`src/rtl/wb_timer_if.sv`:
```
// wb_timer_if: Wishbone classic bus bundle between the interconnect and wb_timer.
interface wb_timer_if;
  logic [31:0] wb_adr_i;
  logic [31:0] wb_dat_i;
  logic [31:0] wb_dat_o;
  logic [3:0]  wb_sel_i;
  logic [2:0]  wb_cti_i;
  logic        wb_we_i;
  logic        wb_cyc_i;
  logic        wb_stb_i;
  logic        wb_ack_o;
  modport slave (
    input  wb_adr_i, wb_dat_i, wb_sel_i, wb_cti_i, wb_we_i, wb_cyc_i, wb_stb_i,
    output wb_dat_o, wb_ack_o
  );
  modport master (
    output wb_adr_i, wb_dat_i, wb_sel_i, wb_cti_i, wb_we_i, wb_cyc_i, wb_stb_i,
    input  wb_dat_o, wb_ack_o
  );
endinterface

```
`src/rtl/wb_timer.sv`:
```
// wb_timer: Wishbone-slave down-counter timer with level interrupt.
// Define WB_TIMER_PRESCALER_EN to build the PRESC register and prescaler counter.
module wb_timer #(
  parameter int PRESC_W = 16
) (
  input  logic      sys_clk,
  input  logic      sys_rst,
  wb_timer_if.slave wb,
  output logic      irq_o
);
  logic [2:0]  ctrl_q, ctrl_d, idx;
  logic        exp_q, exp_d, ack_q, tick, acc, wr, expiry, unused;
  logic [31:0] reload_q, reload_d, count_q, count_d, dat_q, rd, presc_rd;
  function automatic logic [31:0] merge(input logic [31:0] o, input logic [31:0] n, input logic [3:0] s);
    logic [31:0] r;
    for (int i = 0; i < 4; i++) r[8*i+:8] = s[i] ? n[8*i+:8] : o[8*i+:8];
    return r;
  endfunction
  assign idx    = wb.wb_adr_i[4:2];
  assign acc    = wb.wb_cyc_i && wb.wb_stb_i && !ack_q;
  assign wr     = acc && wb.wb_we_i;
  assign expiry = tick && count_q == 32'd0;
  assign unused = ^{wb.wb_cti_i, wb.wb_adr_i[31:5], wb.wb_adr_i[1:0]};
  assign rd = idx == 3'd0 ? {29'd0, ctrl_q} :
              idx == 3'd1 ? {31'd0, exp_q} :
              idx == 3'd2 ? reload_q :
              idx == 3'd3 ? count_q :
              idx == 3'd4 ? presc_rd : 32'd0;
`ifdef WB_TIMER_PRESCALER_EN
  logic [PRESC_W-1:0] presc_q, presc_d, pcnt_q, pcnt_d;
  assign tick     = ctrl_q[0] && pcnt_q == presc_q;
  assign presc_rd = 32'(presc_q);
  assign presc_d  = (wr && idx == 3'd4) ? PRESC_W'(merge(32'(presc_q), wb.wb_dat_i, wb.wb_sel_i)) : presc_q;
  // a shrunk PRESC below pcnt lets pcnt run on and wrap rather than resetting it
  assign pcnt_d   = (!ctrl_q[0] || tick) ? '0 : pcnt_q + PRESC_W'(1);
  always_ff @(posedge sys_clk or negedge sys_rst)
    if (!sys_rst) begin
      presc_q <= '0;
      pcnt_q  <= '0;
    end else begin
      presc_q <= presc_d;
      pcnt_q  <= pcnt_d;
    end
`else
  localparam int unused_presc_w = PRESC_W;
  assign tick     = ctrl_q[0];
  assign presc_rd = 32'd0;
`endif
  always_comb begin
    ctrl_d = ctrl_q;
    if (expiry && !ctrl_q[1]) ctrl_d[0] = 1'b0;
    if (wr && idx == 3'd0 && wb.wb_sel_i[0]) ctrl_d = wb.wb_dat_i[2:0];
    exp_d    = expiry || (exp_q && !(wr && idx == 3'd1 && wb.wb_sel_i[0] && wb.wb_dat_i[0]));
    reload_d = (wr && idx == 3'd2) ? merge(reload_q, wb.wb_dat_i, wb.wb_sel_i) : reload_q;
    count_d  = (wr && idx == 3'd3) ? merge(count_q, wb.wb_dat_i, wb.wb_sel_i) :
               !tick ? count_q :
               count_q != 32'd0 ? count_q - 32'd1 :
               ctrl_q[1] ? reload_q : 32'd0;
  end
  always_ff @(posedge sys_clk or negedge sys_rst)
    if (!sys_rst) begin
      ctrl_q   <= '0;
      exp_q    <= 1'b0;
      reload_q <= '0;
      count_q  <= '0;
      ack_q    <= 1'b0;
      dat_q    <= '0;
    end else begin
      ctrl_q   <= ctrl_d;
      exp_q    <= exp_d;
      reload_q <= reload_d;
      count_q  <= count_d;
      ack_q    <= acc;
      if (acc) dat_q <= rd;
    end
  assign wb.wb_ack_o = ack_q;
  assign wb.wb_dat_o = dat_q;
  assign irq_o       = exp_q & ctrl_q[2];
endmodule

```
`src/flat_wrapper.sv`:
```
// flat-port wrapper written by rule: the top's interface ports become plain ports
module wb_timer_flat 
#(
  parameter int PRESC_W = 16
)
  (sys_clk, sys_rst, irq_o, wb_wb_adr_i, wb_wb_dat_i, wb_wb_sel_i, wb_wb_cti_i, wb_wb_we_i, wb_wb_cyc_i, wb_wb_stb_i, wb_wb_dat_o, wb_wb_ack_o);
  wb_timer_if wb_i ();
  input  logic sys_clk;
  input  logic sys_rst;
  output logic irq_o;
  input wire logic [$bits(wb_i.wb_adr_i)-1:0] wb_wb_adr_i;
  input wire logic [$bits(wb_i.wb_dat_i)-1:0] wb_wb_dat_i;
  input wire logic [$bits(wb_i.wb_sel_i)-1:0] wb_wb_sel_i;
  input wire logic [$bits(wb_i.wb_cti_i)-1:0] wb_wb_cti_i;
  input wire logic [$bits(wb_i.wb_we_i)-1:0] wb_wb_we_i;
  input wire logic [$bits(wb_i.wb_cyc_i)-1:0] wb_wb_cyc_i;
  input wire logic [$bits(wb_i.wb_stb_i)-1:0] wb_wb_stb_i;
  output wire logic [$bits(wb_i.wb_dat_o)-1:0] wb_wb_dat_o;
  output wire logic [$bits(wb_i.wb_ack_o)-1:0] wb_wb_ack_o;
  assign wb_i.wb_adr_i = wb_wb_adr_i;
  assign wb_i.wb_dat_i = wb_wb_dat_i;
  assign wb_i.wb_sel_i = wb_wb_sel_i;
  assign wb_i.wb_cti_i = wb_wb_cti_i;
  assign wb_i.wb_we_i = wb_wb_we_i;
  assign wb_i.wb_cyc_i = wb_wb_cyc_i;
  assign wb_i.wb_stb_i = wb_wb_stb_i;
  assign wb_wb_dat_o = wb_i.wb_dat_o;
  assign wb_wb_ack_o = wb_i.wb_ack_o;
  wb_timer #(.PRESC_W(PRESC_W)) u_core (.sys_clk(sys_clk), .sys_rst(sys_rst), .wb(wb_i), .irq_o(irq_o));
endmodule
```
`config.mk`:
```
export PLATFORM = sky130hd
export DESIGN_NAME = wb_timer_flat
export DESIGN_NICKNAME = d
export VERILOG_FILES = /design/src/rtl/wb_timer_if.sv /design/src/rtl/wb_timer.sv /design/src/flat_wrapper.sv
export SDC_FILE = /design/constraint.sdc
export NUM_CORES = 1
export LEC_CHECK = 0
export CAP_MARGIN = 20
export CORE_ASPECT_RATIO = 2
export CORE_MARGIN = 2
export CORE_UTILIZATION = 30
export CTS_BUF_LIST = sky130_fd_sc_hd__clkbuf_4
export DETAILED_ROUTE_END_ITERATION = 7
export PLACE_DENSITY_LB_ADDON = 0.12
export REMOVE_ABC_BUFFERS = 1
export SYNTH_ARGS = -nofsm -noshare
export SYNTH_HDL_FRONTEND = slang
export SYNTH_SLANG_ARGS = --single-unit
```
`constraint.sdc`:
```
create_clock -name sys_clk -period 4 [get_ports sys_clk]
set_input_delay 0.6 -clock sys_clk [delete_from_list [all_inputs] [get_ports sys_clk]]
set_output_delay 0.6 -clock sys_clk [all_outputs]
set_load 0.02 [all_outputs]
```
==> impl_metrics.py <==
metrics = {
    "logic_synthesis": {
        "synth-seq-area-share": 0.470,
        "syn-cell-area_sq_mm": 0.00538,
        "ys_async_sr_fraction": 1.00,
        "synth_fa_ha_area_frac": 0.00465,
        "synth_common_cells": "101 x dfrtp_1, 55 x nand2_1, 48 x o21ai_0",
        "yosys.cell_types.count": 61,
        "postSynthAreaPerCell_sq_um": 9.89,
        "ys.flop_type": "dfrtp_1",
        "yosysTopAreaCellShare": 0.470,
        "synthSimpleGateAreaFrac": 0.159,
        "yosysWarningCount": 0,
        "synth_mux_area_frac": 0.0958,
        "synth-edff-count": 0,
        "syn_inst": 544,
        "synth_top_family_by_area": "compound AO/OA/AOI/OAI gates",
        "ys_ff_latch": 101,
        "yosysMostFrequentCell": "dfrtp_1",
        "synth_xor_area_frac": 0.0293,
        "synth_area_leaders": "dfrtp_1 47%, mux2_2 7.1%, a22oi_1 5.7%",
        "synth-compound-area-share": 0.203,
        "synth.largest_area_cell": "dfrtp_1",
    },
    "power_and_ir_drop": {
        "intPower_mw": 1.81,
        "p_per_area_mw_per_mm2": 450,
        "switching_share": 0.377,
        "leakage_nw": 2.57,
        "vdd_drop_max_mv": 0.129,
        "power_mw": 2.91,
        "comb_power_share": 0.296,
        "clockPowerShare": 0.181,
        "p_sw_mw": 1.10,
        "seqPwrFrac": 0.523,
    },
    "worst_setup_path": {
        "critPathRequiredTime_ns": 4.37,
        "crit_arrival_ns": 3.39,
        "ff2ff_path_depth": 7,
        "crit_fanout": 32,
        "crit_type": "flop to flop",
        "setup.worst_path.start_class": "flop",
        "r2r-end": "u_core.count_q[18]$_DFFE_PN0P_",
        "rrSetupSlack_ns": 0.98,
        "crit_path_end_kind": "flop",
        "r2r-start": "u_core.count_q[7]$_DFFE_PN0P_",
    },
    "sta": {
        "slew-limit-headroom": 0.456,
        "fin_skew_ns": 0.0259,
        "worst_slack_ns": 0.982,
        "worst_pin_slew_ns": 0.809,
        "slew_violations": 0,
        "whs_ns": 0.184,
        "fin_crit_sh": 0.755,
        "setup_tns_ns": 0,
        "rsz0062_at_grt": "no",
        "fin_crit_ns": 3.02,
        "fmax_ghz": 0.331,
        "setup_viol": 0,
        "hold_violations": 0,
    },
    "global_routing": {
        "grt_pass1_vias": 4876,
        "grt_first_pass_wirelength_um": 27700,
        "antenna_found_initial": 1,
        "grt-ovfl-total": 0,
        "grt.total_usage": 0.185,
        "grt_max_degree": 58,
    },
    "floorplanning": {
        "die_x_um": 98.7,
        "ios": 110,
        "num_rows": 69,
        "dieHeight_um": 193,
        "start_util": 0.304,
        "die-area_sq_mm": 0.0191,
        "core_sq_mm": 0.0177,
    },
    "cts": {
        "cts.path.max_buffers": 2,
        "clock_sinks": 101,
        "clk_transition_reported_paths_ns": 0.16,
        "cts_max_level": 3,
        "clock-root-buffer": "clkbuf_4",
        "cts_setup_buffers": 0,
        "clkLatencyLatePin_ns": 0.48,
        "postCtsHoldBufs": 0,
        "cts_buffers": 9,
        "postCtsResizedCells": 0,
        "cts_tree": "yes",
    },
    "finish": {
        "drive_above_1_share": 0.130,
        "areaGrowthSynthToFinish_pct": 20.3,
        "num-nets-final": 680,
        "instances_no_fill": 820,
    },
    "route": {
        "routedWlPerCell_um": 21.1,
        "drc_errors": 0,
        "first_pass_iters": 4,
        "final_antenna_net_count": 0,
        "num_vias": 4623,
        "viasPerCell": 5.64,
        "wirelength_um": 17300,
        "initialDrtViolationCount": 255,
    },
    "placed_design": {
        "gp_congestion": 0.793,
        "portBuffers": 77,
        "dp_slack_ns": 0.896,
        "dp.cells": 804,
        "dp_hpwl_um": 12100,
    },
    "worst_hold_path": {
        "min_path_type": "input port to asynchronous set/reset pin",
    },
    "job": {
        "drv_cap": 0,
    },
    "run_status": {
        "status": "complete, no violations",
    },
}
registers in the layout (all words and copies together), names as in the netlist:
signal,count
u_core.ctrl_q,3
u_core.wb.wb_dat_o,32
u_core.exp_q,1
u_core.wb.wb_ack_o,1
u_core.count_q,32
u_core.reload_q,32
cell type report:
type	count	area (sq um)
Inverter	4	15.0
Antenna cell	1	2.50
Multi-Input combinational cell	395	2650
Clock buffer	9	67.6
Timing Repair Buffer	91	886
Fill cell	1773	11200
Clock inverter	6	55.1
Sequential cell	101	2530
Tap cell	213	267
power by group through the flow:
stage	clock network, mW	logic, mW	registers (mW)
floorplan	0	0.517	1.49
global placement	0	0.854	1.53
detailed placement	0	0.872	1.53
CTS	0.555	0.875	1.51
global route	0.586	0.960	1.55
finish	0.527	0.862	1.52
cells by family after synthesis:
logic type / count (synthesis)
buffers and inverters: 48
DFF: 101
xor gates and xnor gates: 18
muxes: 46
and+or+nand+nor: 159
AOI/OAI and AO/OA: 170
adders and majority gates: 2
metrics by stage:
stage | cell area, sq um | util
finish | 6470 | 0.366
global route | 6470 | 0.366
CTS | 6470 | 0.365
floorplan | 5190 | -
detailed placement | 6340 | 0.358
global placement | 6340 | 0.358
worst max path at each step:
stage	start	end	slack, ns	cells past startpoint
3_5_place_dp	wb_wb_adr_i[3]	u_core.count_q[28]$_DFFE_PN0P_	0.90	7
2_1_floorplan	wb_wb_adr_i[4]	u_core.reload_q[10]$_DFFE_PN0P_	0.57	3
5_1_grt	u_core.count_q[7]$_DFFE_PN0P_	u_core.count_q[21]$_DFFE_PN0P_	0.79	7
6_report	u_core.count_q[7]$_DFFE_PN0P_	u_core.count_q[18]$_DFFE_PN0P_	0.98	7
3_3_place_gp	wb_wb_adr_i[3]	u_core.count_q[28]$_DFFE_PN0P_	0.92	7
4_1_cts	u_core.count_q[7]$_DFFE_PN0P_	u_core.count_q[21]$_DFFE_PN0P_	1.02	7
worst max-delay path: stages (launching register included):
cell and delay, ns:
dfrtp_1 0.52, nor4_4 0.49, nand4_2 0.43, nor4_4 0.74
buf_12 0.28, nor3_1 0.07, a311oi_1 0.24, o2bb2ai_1 0.12
layout by cell type, fill, tap and decap left out, types with 4 or more instances in the layout:
master / instances
a21oi_1: 24
a22oi_1: 41
a311oi_1: 6
a31oi_1: 19
and3_1: 8
buf_4: 14
clkbuf_4: 9
clkdlybuf4s50_1: 76
dfrtp_1: 101
inv_1: 4
mux2_2: 34
mux2i_1: 11
nand2_1: 55
nand3_1: 11
nor2_1: 27
nor3_1: 13
nor4_1: 11
o21ai_0: 47
o22ai_1: 6
o31ai_1: 6
or3_1: 4
xnor2_1: 6
xor2_1: 12
per-layer routing:
metal  vias up  wire length [um]  track usage
li1       2144                 -            -
met1      2355              6630        0.209
met2       107              9810        0.350
met3        17               454       0.0210
met4         0               374       0.0649
met5         -                 0            0
Note: power is estimated with default switching activity, not from simulation.
